$ cat config.mk
export PLATFORM = sky130hd
export DESIGN_NAME = instr_fetch_unit
export DESIGN_NICKNAME = d
export VERILOG_FILES = /design/src/rtl/instr_fetch_unit.sv
export SDC_FILE = /design/constraint.sdc
export NUM_CORES = 1
export LEC_CHECK = 0
export ABC_AREA = 0
export CORE_MARGIN = 5
export CORE_UTILIZATION = 47
export DETAILED_ROUTE_END_ITERATION = 16
export PLACE_DENSITY = 0.93
export SYNTH_ARGS = -nofsm -noshare
export SYNTH_HDL_FRONTEND = slang
export SYNTH_SLANG_ARGS = --single-unit
$ cat constraint.sdc
create_clock -name clk -period 4.2 [get_ports clk]
set_input_delay 1.05 -clock clk [delete_from_list [all_inputs] [get_ports clk]]
set_output_delay 1.05 -clock clk [all_outputs]
set_load 0.02 [all_outputs]
$ cat src/rtl/instr_fetch_unit.sv
// Instruction fetch / IR stage.
// A fetch request read in IDLE issues one read to a synchronous instruction
// RAM with a fixed latency. The returned word is latched into the IR, and
// en_out pulses for one cycle to tell the downstream control FSM that a new
// instruction is ready. The IR is split into opcode/rd/rs/imm fields for the
// FSM and the datapath.
// Status outputs:
//   busy      - a fetch is in progress.
//   ovr       - sticky flag: a request arrived while busy.
//   fetch_cnt - saturating count of completed fetches.
// RAM_LAT must lie in 1..7 so the latency count fits in three bits.

module instr_fetch_unit #(
  parameter int ADDR_W  = 8,
  parameter int RAM_LAT = 1,
  parameter int CNT_W   = 16
) (
  input  logic              clk,
  input  logic              rst,
  input  logic              en_in,
  input  logic [ADDR_W-1:0] pc_addr,
  output logic              ram_rd_en,
  output logic [ADDR_W-1:0] ram_addr,
  input  logic [15:0]       ram_dout,
  output logic              en_out,
  output logic [15:0]       ir,
  output logic [3:0]        opcode,
  output logic [1:0]        rd,
  output logic [1:0]        rs,
  output logic [7:0]        imm,
  output logic              busy,
  output logic              ovr,
  output logic [CNT_W-1:0]  fetch_cnt
);

  typedef enum logic [1:0] {
    IDLE = 2'd0,  // waiting for a fetch request
    READ = 2'd1,  // read strobe is on the RAM port this cycle
    WAIT = 2'd2   // counting down the RAM latency
  } state_t;

  // Number of WAIT cycles to skip before ram_dout holds the requested word.
  // The READ->WAIT edge is itself the first RAM clock, so the count starts
  // one below the latency.
  localparam logic [2:0] LAT_LOAD = 3'(RAM_LAT - 1);

  state_t     state;
  logic [2:0] lat_cnt;

  // Fetch sequencer. It also owns every registered output, so no path runs
  // from an input straight to an output.
  always_ff @(posedge clk or negedge rst) begin
    if (!rst) begin
      state     <= IDLE;
      lat_cnt   <= 3'd0;
      ram_rd_en <= 1'b0;
      ram_addr  <= '0;
      en_out    <= 1'b0;
      ir        <= 16'h0000;
      busy      <= 1'b0;
      ovr       <= 1'b0;
      fetch_cnt <= '0;
    end else begin
      // NOTE: non-blocking assignments keep every register sampling pre-edge
      // values. That lets this default and the capture below overwrite it
      // without a race.
      en_out <= 1'b0;

      case (state)
        IDLE: begin
          // A request held high across several cycles is taken only here.
          // The later edges land in READ/WAIT and count as overruns.
          if (en_in) begin
            state     <= READ;
            ram_rd_en <= 1'b1;
            ram_addr  <= pc_addr;
            busy      <= 1'b1;
          end
        end

        READ: begin
          state     <= WAIT;
          ram_rd_en <= 1'b0;
          lat_cnt   <= LAT_LOAD;
          if (en_in) begin
            ovr <= 1'b1;
          end
        end

        WAIT: begin
          // A request on the capture edge is still an overrun, because the
          // state at that edge is WAIT.
          if (en_in) begin
            ovr <= 1'b1;
          end
          if (lat_cnt == 3'd0) begin
            state  <= IDLE;
            busy   <= 1'b0;
            ir     <= ram_dout;
            en_out <= 1'b1;
            if (fetch_cnt != {CNT_W{1'b1}}) begin
              fetch_cnt <= fetch_cnt + 1'b1;
            end
          end else begin
            lat_cnt <= lat_cnt - 3'd1;
          end
        end

        default: begin
          state     <= IDLE;
          ram_rd_en <= 1'b0;
          busy      <= 1'b0;
        end
      endcase
    end
  end

  // Instruction fields are plain slices of the IR. They change only when the
  // IR is loaded.
  assign opcode = ir[15:12];
  assign rd     = ir[11:10];
  assign rs     = ir[9:8];
  assign imm    = ir[7:0];

endmodule

==> run_results.csv <==
group,metric,value,unit
status,status,"finished, final reports clean",
power,power_density,694,mW/mm^2
finish,ff_latch_area,0.00123,mm^2
power,p_leak,1.42,nW
power,ir_drop,410,uV
setup_path,r2r_setup_slack,1.46,ns
sta,slew_violations,0,
route,wl_per_cell,15.3,um
sta,min_period,2.74,ns
place,portBuffers,86,
finish,diodes,0,
synth,yosys-top-cells-area,"dfrtp_1 55%, nand2_1 10%, buf_4 5.4%",
finish,final_nets,318,
die,die_h,78.6,um
synth,yosysSeqAreaShare,55.5,%
route,drt_iter0_drc,120,
synth,async_flop_share,100,%
synth,syn-num-nets,245,
setup_path,critical_path.max_fanout,22,
place,dpl.cell_count,331,
clocking,cts_post_setup_buffers_inserted,0,
route,antenna_left,0,
clocking,path_clk_slew,0.08,ns
sta,rsz0062_at_grt,"no",
synth,syn-cell-area,0.00221,mm^2
die,die_w,78.6,um
setup_path,endpoint_kind,"register",
finish,fillers,367,
sta,fmax,365,MHz
die,rows,25,
sta,fin_tns_setup,0,ns
sta,period_share,65.2,%
power,p_total,2.14,mW
die,core_area,0.00463,mm^2
setup_path,arrival,2.92,ns
global_routing,grt_pass1_vias,1725,
die,die-area,0.00617,mm^2
clocking,htree_num_levels,2,
synth,ys_ff_latch,49,
synth,synth_most_common_cell,"nand2_1",
synth,synth_warnings,0,
route,drt-pass1-iter-count,4,
die,io_pins,87,
clocking,cts-resized-gates,0,
finish,area_delta_synth_final,39.5,%
synth,synth_cell_types,30,
place,routabilityCongestion,0.766,
setup_path,r2r_cells,8,
worst_hold_path,hp-class,"reg2reg",
clocking,worstSkewPairLatency,0.29,ns
route,drc,0,
route,vias,1728,
worst_hold_path,min_path_cells,1,
setup_path,cp-start-kind,"register",
clocking,numCtsBuffers,5,
finish,multi_input_area,821,um^2
sta,max_slew_margin,30.3,%
finish,layout.cells.non_filler,338,
synth,syn_avg_cell_area,10.5,um^2
sta,finalSetupViolations,0,
sta,clock_skew,0.00553,ns
synth,yosysTopAreaCell,"dfrtp_1",
clocking,clock_path_buffers,2,
setup_path,required,4.38,ns
synth,synth-edff-count,0,
clocking,cts_tree,"done",
sta,tightest_slew,1.05,ns
place,dp_slack,1.46,ns
sta,worst_slack,1.46,ns
route,finalWirelength,5.16,mm
synth,ys.flop_type,"dfrtp_1",
clocking,cts_sinks,49,
setup_path,critPathKind,"reg2reg",
global_routing,grt_usage,16.8,%
global_routing,grt_pass1_wl,8.19,mm
global_routing,grt_antenna_before_repair,0,
clocking,postCtsHoldBufs,0,
synth,synth.top_cells.by_count,"60 x nand2_1, 49 x dfrtp_1, 16 x buf_4",
finish,utilization,66.6,%
place,dp_hpwl,3.94,mm
run,cap_violations,0,
route,viasPerCell,5.11,
synth,netlist_instances,211,
global_routing,grt_max_degree,50,
synth,synth_top_area_share,55.5,%
sta,finalHoldViolCount,0,
die,start_util,47.7,%
clocking,cts_root_buffer,"clkbuf_8",
finish,final_layout_size_suffix_gt1_share,5.99,%
global_routing,overflow,0,
## cells in the final DEF, fill, tap and decap left out, types with 5 or more instances in the layout
| master | netlist | layout |
|---|---|---|
| ha_1 | 7 | 7 |
| nand4_1 | 9 | 9 |
| dfrtp_1 | 49 | 49 |
| xnor2_1 | 7 | 7 |
| o21ai_0 | 7 | 7 |
| nand2_1 | 60 | 60 |
| clkbuf_8 | 0 | 6 |
| clkdlybuf4s50_1 | 0 | 85 |
| nor3_1 | 6 | 6 |
| xor2_1 | 8 | 8 |
| nor2_1 | 5 | 5 |
| mux2_2 | 8 | 8 |
| inv_1 | 7 | 7 |
## worst paths after layout
| path | from | endpoint |
|---|---|---|
| max | lat_cnt[0]$_DFFE_PN0P_ | fetch_cnt[9]$_DFFE_PN0P_ |
| min | ovr$_DFFE_PN0P_ | ovr$_DFFE_PN0P_ |
| min in group asynchronous | rst | ir[1]$_DFFE_PN0P_ |
| max in group asynchronous | rst | ram_addr[3]$_DFFE_PN0P_ |
| max reg2reg | lat_cnt[0]$_DFFE_PN0P_ | fetch_cnt[9]$_DFFE_PN0P_ |
| min reg2reg | ovr$_DFFE_PN0P_ | ovr$_DFFE_PN0P_ |
## area by class of cell
| class | count | share of cell area, % |
|---|---|---|
| Clock buffer | 7 | 2.80 |
| Inverter | 7 | 0.852 |
| Multi-Input combinational cell | 135 | 26.6 |
| Sequential cell | 49 | 39.8 |
| Tap cell | 54 | 2.19 |
| Timing Repair Buffer | 86 | 27.8 |
## critical path, stage by stage (launching register included)
cell     delay (ns)
dfrtp_1        0.41
inv_1          0.07
ha_1           0.15
ha_1           0.22
nand2_1        0.40
inv_1          0.67
o41a_1         0.41
nand4_1        0.16
xnor2_1        0.15
## routing by layer
metal / vias up / track usage, % / share of wire (%)
li1: 825 / - / -
met1: 834 / 19.6 / 39
met2: 61 / 29.4 / 53
met3: 8 / 5.85 / 6.8
met4: 0 / 4.55 / 1.4
met5: - / 0 / 0
## cells by family (layout without fill, tap and decap cells)
family          count (synthesis)  in the layout  synth area share [%]
compound gates                 15             15                  4.98
buf+inv                        27            100                  7.36
xor+xnor                       15             15                  5.95
mux                             8              8                  4.08
simple gates                   90             90                  18.2
fa+ha+maj                       7              7                  3.96
flops                          49             49                  55.5
## through the flow
step,hold WS [ns],instance area [um^2]
finish,0.470,3080
global placement,0.445,3000
detailed placement,0.457,3000
CTS,0.476,3080
floorplan,0.451,2210
global route,0.494,3080
## flip-flops by register name (all words and copies together), names as in the netlist
name and flops:
busy 1, en_out 1, fetch_cnt 16, ir 16, lat_cnt 3, ovr 1
ram_addr 8, ram_rd_en 1, state 2
## power by group
| group | switching [mW] | total, mW | internal, mW |
|---|---|---|---|
| Sequential | 0.129 | 0.761 | 0.633 |
| Clock | 0.142 | 0.273 | 0.131 |
| Combinational | 0.577 | 1.10 | 0.527 |
Power figures use the tool's default switching activity.
